### config.mk
export PLATFORM = sky130hd
export DESIGN_NAME = instruction_fetch_flat
export DESIGN_NICKNAME = d
export VERILOG_FILES = /design/src/rtl/instruction_fetch_pkg.sv /design/src/rtl/instruction_fetch_if.sv /design/src/rtl/instruction_fetch.sv /design/src/flat_wrapper.sv
export SDC_FILE = /design/constraint.sdc
export NUM_CORES = 1
export LEC_CHECK = 0
export ABC_AREA = 1
export BUFFER_PORTS_ARGS = -buffer_cell sky130_fd_sc_hd__buf_2
export CORE_ASPECT_RATIO = 1.5
export CORE_UTILIZATION = 30
export DETAILED_ROUTE_END_ITERATION = 7
export PLACE_DENSITY_LB_ADDON = 0.2
export SLEW_MARGIN = 20
export SYNTH_ARGS = -nofsm -noshare
export SYNTH_HDL_FRONTEND = slang
export SYNTH_SLANG_ARGS = --single-unit
### constraint.sdc
create_clock -name Clock -period 1.95 [get_ports Clock]
set_clock_uncertainty 0.2 [all_clocks]
set_input_delay 0.0975 -clock Clock [delete_from_list [all_inputs] [get_ports Clock]]
set_output_delay 0.0975 -clock Clock [all_outputs]
set_load 0.05 [all_outputs]
### src/rtl/instruction_fetch_pkg.sv
// Shared MiniALU definitions: widths, instruction field positions, opcodes and
// the fetch FSM state encoding.
package instruction_fetch_pkg;

   localparam int unsigned ADDR_WIDTH = 16;
   localparam int unsigned INSN_WIDTH = 28;
   localparam int unsigned TGT_WIDTH  = 8;

   localparam int unsigned OPC_MSB = 27;
   localparam int unsigned OPC_LSB = 24;
   localparam int unsigned TGT_MSB = 23;
   localparam int unsigned TGT_LSB = 16;
   localparam int unsigned SR1_MSB = 15;
   localparam int unsigned SR1_LSB = 8;
   localparam int unsigned SR0_MSB = 7;
   localparam int unsigned SR0_LSB = 0;

   typedef enum logic [3:0] {
      NOP = 4'h0,
      ADD = 4'h1,
      SUB = 4'h2,
      AND = 4'h3,
      OR  = 4'h4,
      XOR = 4'h5,
      MOV = 4'h6,
      LDI = 4'h7,
      BLE = 4'h8,
      BEQ = 4'h9,
      JMP = 4'hA
   } opcode_e;

   typedef enum logic {
      ST_IDLE = 1'b0,
      ST_RUN  = 1'b1
   } fetch_state_e;

   localparam logic [INSN_WIDTH-1:0] NOP_WORD = {NOP, {(INSN_WIDTH-4){1'b0}}};

   // Branch/jump targets are 8-bit and always zero-extended to a full PC.
   function automatic logic [ADDR_WIDTH-1:0] zext_target(input logic [TGT_WIDTH-1:0] t);
      return {{(ADDR_WIDTH-TGT_WIDTH){1'b0}}, t};
   endfunction

endpackage

### src/rtl/instruction_fetch_if.sv
// Fetch-stage bus: control from execute, combinational ROM port and the
// instruction register outputs toward execute.
interface instruction_fetch_if;
   import instruction_fetch_pkg::*;

   logic                  iEnable;
   logic                  iStall;
   logic                  iBranchTaken;
   logic [TGT_WIDTH-1:0]  iBranchTarget;
   logic [INSN_WIDTH-1:0] iInstruction;
   logic [ADDR_WIDTH-1:0] oAddress;
   logic [INSN_WIDTH-1:0] oInstruction;
   logic                  oValid;
   logic [ADDR_WIDTH-1:0] oPC;

   modport master (
      input  iEnable, iStall, iBranchTaken, iBranchTarget, iInstruction,
      output oAddress, oInstruction, oValid, oPC
   );

   modport slave (
      output iEnable, iStall, iBranchTaken, iBranchTarget, iInstruction,
      input  oAddress, oInstruction, oValid, oPC
   );

endinterface

### src/rtl/instruction_fetch.sv
// MiniALU fetch stage: PC, instruction register and a two-state start gate.
// Resolves JMP locally and accepts taken-branch redirects from execute.
module instruction_fetch
   import instruction_fetch_pkg::*;
(
   input  logic                Clock,
   input  logic                Reset,
   instruction_fetch_if.master bus
);

   fetch_state_e          state, state_nx;
   logic [ADDR_WIDTH-1:0] pc, pc_nx;
   logic [INSN_WIDTH-1:0] ir, ir_nx;
   logic                  valid, valid_nx;
   logic [ADDR_WIDTH-1:0] opc, opc_nx;

   always_ff @(posedge Clock) begin
      if (Reset) begin
         state <= ST_IDLE;
         pc    <= '0;
         ir    <= NOP_WORD;
         valid <= 1'b0;
         opc   <= '0;
      end else begin
         state <= state_nx;
         pc    <= pc_nx;
         ir    <= ir_nx;
         valid <= valid_nx;
         opc   <= opc_nx;
      end
   end

   always_comb begin
      state_nx = state;
      pc_nx    = pc;
      ir_nx    = ir;
      valid_nx = valid;
      opc_nx   = opc;
      case (state)
         ST_IDLE: begin
            if (bus.iEnable) state_nx = ST_RUN;
         end
         ST_RUN: begin
            // Branch beats stall: the wrong-path slot must be flushed regardless.
            if (bus.iBranchTaken) begin
               pc_nx    = zext_target(bus.iBranchTarget);
               ir_nx    = NOP_WORD;
               valid_nx = 1'b0;
            end else if (bus.iStall) begin
               // hold everything
            end else if (bus.iInstruction[OPC_MSB:OPC_LSB] == JMP) begin
               pc_nx    = zext_target(bus.iInstruction[TGT_MSB:TGT_LSB]);
               ir_nx    = NOP_WORD;
               valid_nx = 1'b0;
            end else begin
               ir_nx    = bus.iInstruction;
               opc_nx   = pc;
               valid_nx = 1'b1;
               pc_nx    = pc + ADDR_WIDTH'(1);
            end
         end
         default: state_nx = ST_IDLE;
      endcase
   end

   assign bus.oAddress     = pc;
   assign bus.oInstruction = ir;
   assign bus.oValid       = valid;
   assign bus.oPC          = opc;

endmodule
### src/flat_wrapper.sv
// flat-port wrapper written by rule: the top's interface ports become plain ports
module instruction_fetch_flat import instruction_fetch_pkg::*;
  (Clock, Reset, bus_iEnable, bus_iStall, bus_iBranchTaken, bus_iBranchTarget, bus_iInstruction, bus_oAddress, bus_oInstruction, bus_oValid, bus_oPC);
  instruction_fetch_if bus_i ();
  input  logic Clock;
  input  logic Reset;
  input wire logic [$bits(bus_i.iEnable)-1:0] bus_iEnable;
  input wire logic [$bits(bus_i.iStall)-1:0] bus_iStall;
  input wire logic [$bits(bus_i.iBranchTaken)-1:0] bus_iBranchTaken;
  input wire logic [$bits(bus_i.iBranchTarget)-1:0] bus_iBranchTarget;
  input wire logic [$bits(bus_i.iInstruction)-1:0] bus_iInstruction;
  output wire logic [$bits(bus_i.oAddress)-1:0] bus_oAddress;
  output wire logic [$bits(bus_i.oInstruction)-1:0] bus_oInstruction;
  output wire logic [$bits(bus_i.oValid)-1:0] bus_oValid;
  output wire logic [$bits(bus_i.oPC)-1:0] bus_oPC;
  assign bus_i.iEnable = bus_iEnable;
  assign bus_i.iStall = bus_iStall;
  assign bus_i.iBranchTaken = bus_iBranchTaken;
  assign bus_i.iBranchTarget = bus_iBranchTarget;
  assign bus_i.iInstruction = bus_iInstruction;
  assign bus_oAddress = bus_i.oAddress;
  assign bus_oInstruction = bus_i.oInstruction;
  assign bus_oValid = bus_i.oValid;
  assign bus_oPC = bus_i.oPC;
  instruction_fetch u_core (.Clock(Clock), .Reset(Reset), .bus(bus_i));
endmodule
==> reports/qor.yml, run 1 <==
ios: 102
seq_area_frac_synth_pct: 46.5
syn_to_final_growth_pct: 47.6
worst-endpoint-required_ps: 1940
cts_setup_buffers: 0
hpwl_mm: 5.35
post-route-util_pct: 46.3
setup_viol_count_final: 0
arrival_ps: 1680
routed.top_layer: "met4"
firstDrtPassIters: 4
r2r_cells: 8
holdPathEnd: "u_core.bus.oInstruction[26]"
worst-path-max-fanout: 7
cts_tree: "done"
cellLeakagePower_nw: 1.77
routabilityCongestion: 0.847
holdCritStartpoint: "bus_iStall"
initial_utilization_pct: 31.4
fp.dieW_um: 79.0
finalCritPeriodShare_pct: 86.5
n_fill_cell: 898
avgSynthCellArea_um2: 7.44
worstHoldPathCells: 6
cts_buffer_depth: 2
ys_ff_latch: 62
track_usage_pct: 18.1
fin_nets: 542
finalMaxSlewViolations: 0
clock_latency_ps: 330
path_cells: "ha_1, nand2_1, nor2_2, nand3_2, nor2_4, inv_1, o21ai_1, a21oi_1"
grt_pass1_vias: 2726
grt_pass1_wl_mm: 13.0
r2r-end: "u_core.bus.oAddress[12]"
cts_num_sinks: 62
critPathLaunchType: "register"
relSlewSlack_pct: 71.6
path_clk_slew_ps: 50
vias_per_cell: 4.60
outcome: "finished clean"
slowest_delay_ps: 380
hold_path_class: "in -> reg"
max_freq_mhz: 593
grt_antenna_before_repair: 0
rrSetupSlack_ps: 260
drt_iter0_markers: 155
path_buf_inv: 1
grt-ovfl-total: 0
critPathTopFamily: "simple AND/OR/NAND/NOR gates"
die-area_um2: 9290
cts-root-buf: "clkbuf_16"
critical_path_class: "reg -> reg"
grt_max_degree: 38
synthesis.area_um2: 2670
worst_slew_pin_slew_ps: 425
wl_per_cell_um: 12.7
core_area_um2: 8520
finalWirelength_mm: 7.80
crit_slowest_cell: "dfxtp_2"
cts_buffers: 9
antennaDiodeCount: 0
finalHoldViolCount: 0
routed-wl-met3_um: 330
p_per_area_nw_per_um2: 846
postRouteAntennaNets: 0
ys_warn_count: 0
die_h_um: 118
met1_length_mm: 3.33
max_cap_viol_count: 0
cts_max_level: 3
rows: 41
syn_inst: 359
met2_length_mm: 3.95
drive_gt1_share_pct: 28.7
portBuffers: 101
worstSetupEndpointType: "register"
rsz0062_at_grt: "no"
route.detailed.drc: 0
syn_nets: 401
r2r_start: "u_core.bus.oAddress[0]"
dr_total_vias: 2818
synth_cell_types: 31
tns_ps: 0
layout_min_cycle_time_ps: 1690
ir_worst_vdd_mv: 0.441
-- timing repair --
item | CTS | global route
resized for setup | 0 | 0
endpoints found under the hold margin | 39 | 0
hold buffers | 38 | 0
-- cell families (layout without fill, tap and decap cells) --
kind of cell / Yosys count / count (layout) / synth area share [%]
AO/OA/AOI/OAI: 97 / 97 / 19.3
buffers and inverters: 43 / 189 / 7.78
XOR/XNOR: 2 / 2 / 0.656
flip-flops: 62 / 62 / 46.5
adder cells (fa/ha/maj): 1 / 1 / 0.469
AND/OR/NAND/NOR: 154 / 154 / 25.4
-- tightest hold or removal path, stage by stage --
cell and delay, ps:
buf_2 80, inv_1 60, nand2_1 100, nor2_4 50, nand2_1 50, a21oi_1 60
-- layout by cell type, fill, tap and decap left out, types with 3 or more instances in the layout --
| master | instances |
|---|---|
| o21ai_0 | 26 |
| or2_2 | 3 |
| dfxtp_1 | 60 |
| buf_4 | 10 |
| nand2_1 | 97 |
| clkbuf_8 | 3 |
| a21oi_1 | 56 |
| o21ai_1 | 5 |
| nor2_2 | 5 |
| o211ai_1 | 3 |
| clkbuf_16 | 9 |
| nor2_4 | 4 |
| nand3_1 | 13 |
| inv_1 | 22 |
| dlygate4sd3_1 | 38 |
| buf_2 | 101 |
| o21bai_1 | 3 |
| clkbuf_1 | 4 |
| nor2_1 | 25 |
-- layout make-up --
type | instances | area, µm² | area share (%)
Sequential cell | 62 | 1240 | 31.6
Multi-Input combinational cell | 254 | 1230 | 31.2
Timing Repair Buffer | 149 | 961 | 24.4
Clock buffer | 16 | 282 | 7.14
Tap cell | 107 | 134 | 3.40
Inverter | 24 | 92.6 | 2.35
-- worst max-delay path by stage --
stage,slack [ps],end,startpoint,depth (start not counted)
final,260,u_core.bus.oAddress[12],u_core.bus.oAddress[0],8
after global routing,100,u_core.bus.oAddress[12],u_core.bus.oAddress[0],8
after CTS,250,u_core.bus.oAddress[12],u_core.bus.oAddress[0],8
after detailed placement,270,u_core.bus.oAddress[12],u_core.bus.oAddress[0],8
after global placement,340,u_core.bus.oAddress[12],u_core.bus.oAddress[0],8
after floorplan,100,u_core.bus.oAddress[15],u_core.bus.oAddress[5],9
-- layer usage --
metal  vias to the layer above  global-route usage, %
li1                       1458                      -
met1                      1278                   20.7
met2                        70                   31.2
met3                        12                   3.80
met4                         0                   8.64
met5                         -                      0
-- registers in the layout, indices dropped and copies added, names as in the netlist --
name                     flops
u_core.bus.oInstruction     28
u_core.bus.oPC              16
u_core.bus.oAddress         16
u_core.bus.oValid            1
u_core.state                 1
-- metrics by stage --
stage               instance area, µm²  hold WS, ps  std cells  power (mW)  worst slack (ps)
finish                            3940         25.8        612        3.34               264
global route                      3940         56.3        612        3.48               101
CTS                               3940         9.08        612        3.38               254
detailed placement                3280          111        558        1.81               266
global placement                  3280          108        558        1.80               339
floorplan                         2670         13.3        359        1.67              96.6
-- report_power, final --
part           total [mW]  leakage (nW)  internal, mW  switching [mW]
clock                1.50         0.137         0.966           0.534
sequential           1.35         0.505          1.32          0.0325
combinational       0.489          1.12         0.170           0.319
total                3.34          1.77          2.45           0.885
-- synth_stat cells --
cell type / number / area, µm²
nand2_1: 97 / 364
dfxtp_1: 62 / 1240
a21oi_1: 56 / 280
o21ai_0: 26 / 130
nor2_1: 25 / 93.8
inv_1: 22 / 82.6
nand3_1: 13 / 65.1
buf_4: 8 / 60.1
clkbuf_1: 5 / 18.8
nor2_2: 5 / 31.3
o21ai_1: 5 / 25.0
buf_2: 4 / 20.0
nor2_4: 4 / 45.0
o211ai_1: 3 / 22.5
o21bai_1: 3 / 22.5
or2_2: 3 / 18.8
a31oi_1: 2 / 12.5
nand3_2: 2 / 20.0
xnor2_1: 2 / 17.5
a211oi_2: 1 / 12.5
buf_6: 1 / 11.3
clkbuf_2: 1 / 5.00
clkinv_1: 1 / 3.75
ha_1: 1 / 12.5
inv_4: 1 / 6.26
nand2_2: 1 / 6.26
nand2_4: 1 / 11.3
nand4_1: 1 / 6.26
nor3_1: 1 / 5.00
nor3_2: 1 / 10.0
o21ai_2: 1 / 8.76
No activity file was read; power rests on OpenSTA's default activity.
==> run 2: changes to the inputs <==
HOLD_SLACK_MARGIN = 0.05   (was not set)
PLACE_DENSITY_LB_ADDON = not set   (was 0.2)
==> reports/qor.yml, run 2 (synthesized netlist as in run 1, its figures left out) <==
n_fill_cell: 918  # +2.2%
wl_per_cell_um: 12.8  # about the same
worst-endpoint-required_ps: 2010  # +70 ps
hpwl_mm: 5.38  # +0.51%
dr_total_vias: 2830  # +0.43%
finalWirelength_mm: 7.83  # +0.42%
pre_cts_slack_ps: 245  # -21.5 ps
critPathLaunchType: "register"
r2r_start: "u_core.state"
worst_slack_ps: 191  # -72.8 ps
die_h_um: 118  # unchanged
grt_pass1_vias: 2764  # +1.4%
grt-ovfl-total: 0  # unchanged
fin_nets: 544  # +0.37%
tns_ps: 0  # unchanged
portBuffers: 101  # unchanged
routed-wl-met3_um: 304  # -7.9%
post-route-util_pct: 46.5  # +0.26 points
grt_pass1_wl_mm: 12.9  # -0.74%
rows: 41  # unchanged
ir_worst_vdd_mv: 0.459  # +4.1%
finalCritPeriodShare_pct: 90.2  # +3.7 points
initial_utilization_pct: 31.4  # unchanged
vias_per_cell: 4.61  # about the same
finalMaxSlewViolations: 0  # unchanged
finalHoldViolCount: 0  # unchanged
cts_num_sinks: 62  # unchanged
cts_max_level: 3  # unchanged
grt_antenna_before_repair: 0  # unchanged
met2_length_mm: 3.93  # -0.51%
max_freq_mhz: 568  # -4.1%
track_usage_pct: 17.9  # -0.21 points
largest_reg_flops: 28  # unchanged
hold_ws_ps: 77.9  # +52.1 ps
clock_latency_ps: 330  # about the same
worstSetupEndpointType: "register"
syn_to_final_growth_pct: 48.5
design_area_um2: 3960  # +0.57%
die-area_um2: 9290  # unchanged
critical_path_class: "reg -> reg"
firstDrtPassIters: 4  # unchanged
final_cell_mix: "buf_2, nand2_1, dfxtp_1"
cts_tree: "done"
relSlewSlack_pct: 71.8  # +0.14 points
hold_path_class: "in -> reg"
core_area_um2: 8520  # unchanged
worst_slew_pin_slew_ps: 423  # -2.13 ps
postRouteAntennaNets: 0  # unchanged
place_inst: 555  # -0.54%
p_per_area_nw_per_um2: 824  # -2.7%
routed.top_layer: "met4"
cts_setup_buffers: 0  # unchanged
outcome: "finished clean"
met1_length_mm: 3.38  # +1.4%
path_cells: "o21ai_2, buf_6, a21oi_1, dlygate4sd3_1, a31oi_1"
arrival_ps: 1820  # +140 ps
slowest_delay_ps: 560  # +180 ps
cellLeakagePower_nw: 1.78  # +0.73%
ios: 102  # unchanged
cts-root-buf: "clkbuf_16"
worst-path-max-fanout: 37  # +30
fin_cells: 614  # +0.33%
crit_slowest_cell: "dlygate4sd3_1"
routabilityCongestion: 0.809  # -4.6%
fp.dieW_um: 79.0  # unchanged
route.detailed.drc: 0  # unchanged
layout_commonest_cell: "buf_2"
drive_gt1_share_pct: 28.6  # -0.11 points
max_cap_viol_count: 0  # unchanged
drt_iter0_markers: 197  # +27%
register_area_um2: 1240  # unchanged
path_clk_slew_ps: 50  # about the same
antennaDiodeCount: 0  # unchanged
setup_viol_count_final: 0  # unchanged
layout_min_cycle_time_ps: 1760  # +72.8 ps
crit_path_start: "u_core.state"
holdCritStartpoint: "Reset"
multi_input_area_um2: 1220  # -0.61%
grt_max_degree: 38  # unchanged
power_mw: 3.27  # -2.1%
cts_buffers: 9  # unchanged
placed_cell_area_um2: 3260  # -0.53%
rsz0062_at_grt: "no"
cts_buffer_depth: 2  # unchanged
rrSetupSlack_ps: 190  # -70 ps
run 2: cell count changes in the layout (fill, tap and decap cells not counted), sizes merged:
cell | previous run | this run
clkbuf | 16 | 11
clkinv | 1 | 6
buf | 111 | 108
dlygate4sd3 | 38 | 43
run 2: final cells by class:
class | count | share of cell area (%)
clock buffers | 11 | 6.12
well taps | 107 | 3.38
repair buffers | 151 | 25.3
inverters | 24 | 2.34
clock inverters | 5 | 0.631
flip-flops and latches | 62 | 31.4
multi-input cells | 254 | 30.8
run 2: path summary, 6_finish.rpt:
kind	end	depth (start not counted)
worst min-delay path	u_core.bus.oInstruction[9]	4
worst min register to register	u_core.bus.oPC[7]	2
worst max register to register	u_core.bus.oAddress[4]	5
worst max-delay path	u_core.bus.oAddress[4]	5
run 2: power by group:
part / internal (mW) / switching [mW] / total (mW)
Clock: 0.881 / 0.540 / 1.42
Sequential: 1.32 / 0.0343 / 1.35
Combinational: 0.175 / 0.319 / 0.494
run 2: critical path: cells and delay by family (launching register included):
kind / cells / cell delay, ps
buffers and inverters: 2 / 860
DFF: 1 / 330
AOI/OAI and AO/OA: 3 / 290
run 2: timing repair:
item                                   in CTS  in global routing
resized for setup                           0                  1
setup endpoints to repair                   0                  2
hold buffers                               43                  0
endpoints found under the hold margin      37                  0
run 2: metal layers:
layer / up-vias / GRT usage (%)
met5: - / 0
met4: 0 / 10.8
met3: 14 / 3.57
met2: 65 / 29.3
met1: 1293 / 21.0
li1: 1458 / -
